File: src/rtl/l1_response_router.sv
// -----------------------------------------------------------------------------
// l1_response_router
//
// Return path of the L1 arbiter. Each read request the arbiter issues is
// logged as {requester id, burst length} in a small circular FIFO, in issue
// order. Memory read words come back in order. Each word is steered to the
// requester at the FIFO head, one cycle after it arrives. When the head's
// final word has been forwarded, the head entry is popped.
//
// Ports
//   clk            core clock
//   rst            synchronous, active-high reset
//   req_push       arbiter issued a read request this cycle
//   req_id         requester id of the pushed request
//   req_len        burst length minus one of the pushed request
//   req_full       FIFO full, arbiter must not push
//   mem_rvalid     memory read word valid
//   mem_rdata      memory read word
//   rd_valid       one-hot per-requester data valid
//   rd_data        read word, broadcast to all requesters
//   rd_word_idx    word position within the burst
//   rd_last        final word of the burst
//   protocol_error sticky: push while full, or read word with nothing pending
//
// Optional build macro L1_RESPONSE_ROUTER_STATS_EN adds:
//   max_occupancy  high-water mark of the FIFO count
//   words_routed   number of forwarded words, wraps at 2^32
// -----------------------------------------------------------------------------
module l1_response_router #(
   parameter int unsigned L1_CONNECTIONS  = 4,
   parameter int unsigned MAX_OUTSTANDING = 4,
   parameter int unsigned MAX_BURST_W     = 4,
   parameter int unsigned DATA_W          = 32,
   localparam int unsigned ID_W  = $clog2(L1_CONNECTIONS),
   localparam int unsigned LEN_W = $clog2(MAX_BURST_W),
   localparam int unsigned PTR_W = $clog2(MAX_OUTSTANDING),
   localparam int unsigned CNT_W = PTR_W + 1
) (
   input  logic                      clk,
   input  logic                      rst,
   input  logic                      req_push,
   input  logic [ID_W-1:0]           req_id,
   input  logic [LEN_W-1:0]          req_len,
   output logic                      req_full,
   input  logic                      mem_rvalid,
   input  logic [DATA_W-1:0]         mem_rdata,
   output logic [L1_CONNECTIONS-1:0] rd_valid,
   output logic [DATA_W-1:0]         rd_data,
   output logic [LEN_W-1:0]          rd_word_idx,
   output logic                      rd_last,
   output logic                      protocol_error
`ifdef L1_RESPONSE_ROUTER_STATS_EN
   ,
   output logic [CNT_W-1:0]          max_occupancy,
   output logic [31:0]               words_routed
`endif
);

   typedef struct packed {
      logic [ID_W-1:0]  id;
      logic [LEN_W-1:0] len;
   } entry_t;

   entry_t                    fifo_q [MAX_OUTSTANDING];
   logic [PTR_W-1:0]          head_q, head_d;
   logic [PTR_W-1:0]          tail_q, tail_d;
   logic [CNT_W-1:0]          count_q, count_d;
   logic [LEN_W-1:0]          word_cnt_q, word_cnt_d;
   logic [L1_CONNECTIONS-1:0] rd_valid_q, rd_valid_d;
   logic [DATA_W-1:0]         rd_data_q, rd_data_d;
   logic [LEN_W-1:0]          rd_word_idx_q, rd_word_idx_d;
   logic                      rd_last_q, rd_last_d;
   logic                      error_q, error_d;

   entry_t head_entry;
   logic   fifo_empty;
   logic   push_ok;
   logic   route;
   logic   burst_end;
   logic   pop;

   assign req_full   = (count_q == CNT_W'(MAX_OUTSTANDING));
   assign fifo_empty = (count_q == '0);
   assign head_entry = fifo_q[head_q];

   // NOTE: every variable driven here gets a default first, so no path
   // leaves one unassigned and no latch is inferred.
   always_comb begin
      // A pop in the same cycle does not free a slot for this push.
      push_ok   = req_push && !req_full;
      // Emptiness is judged before this cycle's push: a request is only
      // routable from the cycle after it was pushed.
      route     = mem_rvalid && !fifo_empty;
      burst_end = (word_cnt_q == head_entry.len);
      pop       = route && burst_end;

      head_d        = head_q;
      tail_d        = tail_q;
      word_cnt_d    = word_cnt_q;
      rd_valid_d    = '0;
      rd_data_d     = rd_data_q;
      rd_word_idx_d = rd_word_idx_q;
      rd_last_d     = rd_last_q;
      error_d       = error_q;

      count_d = count_q + CNT_W'(push_ok) - CNT_W'(pop);

      // Pointers wrap by natural overflow of their PTR_W-bit width.
      if (push_ok) tail_d = tail_q + PTR_W'(1);
      if (pop)     head_d = head_q + PTR_W'(1);

      if (route) begin
         rd_valid_d    = L1_CONNECTIONS'(1) << head_entry.id;
         rd_data_d     = mem_rdata;
         rd_word_idx_d = word_cnt_q;
         rd_last_d     = burst_end;
         word_cnt_d    = burst_end ? '0 : word_cnt_q + LEN_W'(1);
      end

      if ((req_push && req_full) || (mem_rvalid && fifo_empty)) error_d = 1'b1;
   end

   // NOTE: sequential state is updated only with non-blocking assignments so
   // every register samples the pre-edge value of every other register.
   always_ff @(posedge clk) begin
      if (rst) begin
         head_q        <= '0;
         tail_q        <= '0;
         count_q       <= '0;
         word_cnt_q    <= '0;
         rd_valid_q    <= '0;
         rd_data_q     <= '0;
         rd_word_idx_q <= '0;
         rd_last_q     <= 1'b0;
         error_q       <= 1'b0;
      end else begin
         head_q        <= head_d;
         tail_q        <= tail_d;
         count_q       <= count_d;
         word_cnt_q    <= word_cnt_d;
         rd_valid_q    <= rd_valid_d;
         rd_data_q     <= rd_data_d;
         rd_word_idx_q <= rd_word_idx_d;
         rd_last_q     <= rd_last_d;
         error_q       <= error_d;
      end
   end

   // NOTE: the storage array is not reset; an entry is only read after it
   // has been written, because count gates every read of the head.
   always_ff @(posedge clk) begin
      if (push_ok && !rst) fifo_q[tail_q] <= '{id: req_id, len: req_len};
   end

   assign rd_valid       = rd_valid_q;
   assign rd_data        = rd_data_q;
   assign rd_word_idx    = rd_word_idx_q;
   assign rd_last        = rd_last_q;
   assign protocol_error = error_q;

`ifdef L1_RESPONSE_ROUTER_STATS_EN
   logic [CNT_W-1:0] max_occ_q;
   logic [31:0]      words_q;

   always_ff @(posedge clk) begin
      if (rst) begin
         max_occ_q <= '0;
         words_q   <= '0;
      end else begin
         if (count_q > max_occ_q) max_occ_q <= count_q;
         if (route)               words_q   <= words_q + 32'd1;
      end
   end

   assign max_occupancy = max_occ_q;
   assign words_routed  = words_q;
`endif

endmodule

File: config.mk
export PLATFORM = sky130hd
export DESIGN_NAME = l1_response_router
export DESIGN_NICKNAME = d
export VERILOG_FILES = /design/src/rtl/l1_response_router.sv
export SDC_FILE = /design/constraint.sdc
export NUM_CORES = 1
export LEC_CHECK = 0
export ABC_AREA = 1
export BUFFER_PORTS_ARGS = -buffer_cell sky130_fd_sc_hd__buf_2
export CORE_ASPECT_RATIO = 1.1
export CORE_MARGIN = 4
export CORE_UTILIZATION = 45
export CTS_CLUSTER_DIAMETER = 40
export CTS_CLUSTER_SIZE = 10
export DETAILED_ROUTE_END_ITERATION = 10
export PLACE_DENSITY_LB_ADDON = 0.08
export SLEW_MARGIN = 10
export SYNTH_ARGS = -nofsm -noshare
export SYNTH_HDL_FRONTEND = slang
export SYNTH_SLANG_ARGS = --single-unit
File: constraint.sdc
create_clock -name clk -period 3.6 [get_ports clk]
set_input_delay 0.72 -clock clk [delete_from_list [all_inputs] [get_ports clk]]
set_output_delay 0.72 -clock clk [all_outputs]
set_load 0.1 [all_outputs]
==> results.json <==
{
  "synth_top_area_cell": "dfxtp_1",
  "hold_violations": 0,
  "avgSynthCellArea_um2": 9.03,
  "startpoint_type": "flip-flop",
  "num-fill-cells": 566,
  "final_common_cell": "buf_2",
  "reg2reg_depth": 13,
  "slew_viol_final": 0,
  "finalNonFillerCells": 455,
  "cts_htree_levels": 3,
  "critPathTopFamily": "adder cells",
  "hold_depth": 2,
  "antenna_found_initial": 0,
  "grt_pass1_wl_mm": 8.81,
  "synthCells": 293,
  "area_growth_pct": 24.4,
  "routedWlPerCell_um": 11.7,
  "wl_mm": 5.32,
  "vdd_drop_max_uv": 569,
  "place_congestion": 0.723,
  "drive_above_1_share": 0.312,
  "n_antenna_cell": 0,
  "cp_max_fo": 9,
  "cpMaxStageDelayCell": "dfxtp_1",
  "worstMarginPinSlew_ns": 0.539,
  "crit_chain": "inv_8 -> nand2_4 -> nand3_2 -> nand3_1 -> nand2_4 -> nand3_4 -> inv_2 -> ha_1 -> inv_1 -> ha_1 -> fa_1 -> xnor2_1 -> nor2_1",
  "holdBufCountCts": 0,
  "maxCapViolCount": 0,
  "status": "complete, no violations",
  "dieArea_mm2": 0.00717,
  "ant_nets": 0,
  "grt-ovfl-total": 0,
  "layout.nets": 420,
  "io_buffers": 80,
  "final_cell_mix": "buf_2 (80), nor2_1 (78), dfxtp_1 (51)",
  "clock-sinks": 67,
  "finalClockSkew_ns": 0.00720,
  "crit_path_end_kind": "flip-flop",
  "clk_latency_ns": 0.33,
  "crit_required_ns": 3.83,
  "finalSetupViolCount": 0,
  "grt_pass1_vias": 2093,
  "critical_path_depth": 13,
  "rsz0062_at_grt": "false",
  "chipWidth_um": 81.1,
  "max_stage_delay_ns": 0.60,
  "p_leak_nw": 1.54,
  "ys_ff_latch": 67,
  "vias": 2058,
  "dieHeight_um": 88.4,
  "yosysSeqAreaShare": 0.567,
  "critPathBufInv": 3,
  "hold_path.class": "flip-flop to flip-flop",
  "powerDensity_mw_per_mm2": 1000,
  "fmax_mhz": 423,
  "place_inst": 439,
  "path_class": "flip-flop to flip-flop",
  "grtUsageTotal": 0.162,
  "max_slew_margin": 0.640,
  "setup_tns_ns": 0,
  "clockBufferDepth": 2,
  "hpwl_mm": 3.70,
  "tritoncts": "done",
  "min_period_ns": 2.36,
  "synth_area_leaders": "dfxtp_1 (39%), edfxtp_1 (18%), nor2_1 (11%), o21ai_0 (6.4%), nand2_1 (3.5%)",
  "postCtsResizedCells": 0,
  "ios": 81,
  "drt_pass1_iterations": 5,
  "clockRootBuffer": "clkbuf_8",
  "coreArea_mm2": 0.00573,
  "synth_top_area_frac": 0.386,
  "worstPathArrival_ns": 2.59,
  "cts_buffers": 9,
  "synthDistinctLibCells": 28,
  "drt_iter0_drc": 69,
  "grt_max_degree": 42,
  "netlist_area_mm2": 0.00265,
  "fp-row-count": 29,
  "path_clk_slew_ns": 0.07,
  "post-route-drc-count": 0,
  "synth_warnings": 0,
  "placed_area_mm2": 0.00307,
  "stdcell_area_mm2": 0.00329,
  "post_drt_via_cell_ratio": 4.52,
  "synth.net_count": 340,
  "fin_crit_sh": 0.656,
  "start_util": 0.462,
  "post-cts-setup-buffers": 0
}
-- kinds of logic after synthesis --
group                    count (synthesis)  synth area share
buffers and inverters                   42            0.0747
adder cells (fa/ha/maj)                  7            0.0359
XOR/XNOR                                 2           0.00662
AO/OA/AOI/OAI                           49            0.0965
flip-flops                              67             0.567
AND/OR/NAND/NOR                        126             0.219
-- path summary, 6_finish.rpt --
check | startpoint | to | slack (ns)
min | rd_last | rd_last | 0.47
max reg2reg | flip-flop | count_q[2] | 1.24
min reg2reg | rd_last | rd_last | 0.47
max | flip-flop | count_q[2] | 1.24
-- per-layer routing --
layer  share of wire  global-route usage
met1            0.43               0.183
met2            0.48               0.269
met3           0.066              0.0519
met4           0.023              0.0952
met5               0                   0
-- where the power goes --
group          internal [mW]  switching [mW]  total, mW
clock network          0.389           0.270      0.659
logic                  0.272            1.33       1.61
registers              0.937          0.0887       1.03
total                   1.60            1.69       3.29
-- synth_stat cells --
master	n
nand2_1	25
buf_2	2
fa_1	1
a32oi_1	1
a32o_1	1
dfxtp_1	51
nand3_2	6
nand3_1	4
nor2_1	78
o22ai_1	1
nand2_2	4
xnor2_1	2
clkbuf_1	6
buf_6	4
nand4_1	2
ha_1	6
o21ai_1	2
nand3_4	1
o21ai_0	34
a21oi_1	10
inv_1	23
nor2_2	1
nand2b_1	1
edfxtp_1	16
nand2_4	4
clkinv_1	1
inv_8	1
inv_2	5
-- tightest hold or removal path, stage by stage, from the launching register on --
cell	delay, ns
dfxtp_1	0.31
nand2_1	0.06
a21oi_1	0.06
-- through the flow --
| step | total power, mW | util | hold slack [ns] | setup WS [ns] |
|---|---|---|---|---|
| global placement | 2.64 | 0.536 | 0.442 | 1.08 |
| finish | 3.29 | 0.574 | 0.475 | 1.24 |
| global route | 3.47 | 0.574 | 0.506 | 1.09 |
| floorplan | 2.44 | - | 0.449 | 1.15 |
| detailed placement | 2.66 | 0.536 | 0.448 | 1.02 |
| CTS | 3.33 | 0.574 | 0.482 | 1.22 |
-- registers in the layout, indices dropped and copies added (netlist names), named ones only --
| signal | flops |
|---|---|
| rd_valid | 4 |
| word_cnt_q | 2 |
| count_q | 3 |
| tail_q | 2 |
| rd_last | 1 |
| fifo_q | 16 |
| rd_data | 32 |
| protocol_error | 1 |
| head_q | 2 |
| rd_word_idx | 2 |
-- layout make-up --
class | count | area, um^2 | area share
inverter | 30 | 120 | 0.0365
clock inverter | 3 | 43.8 | 0.0133
clock buffer | 13 | 174 | 0.0529
multi-input combinational | 184 | 947 | 0.288
tap | 77 | 96.3 | 0.0293
sequential | 67 | 1500 | 0.456
timing repair buffer | 81 | 408 | 0.124
Note: power is estimated with default switching activity, not from simulation.
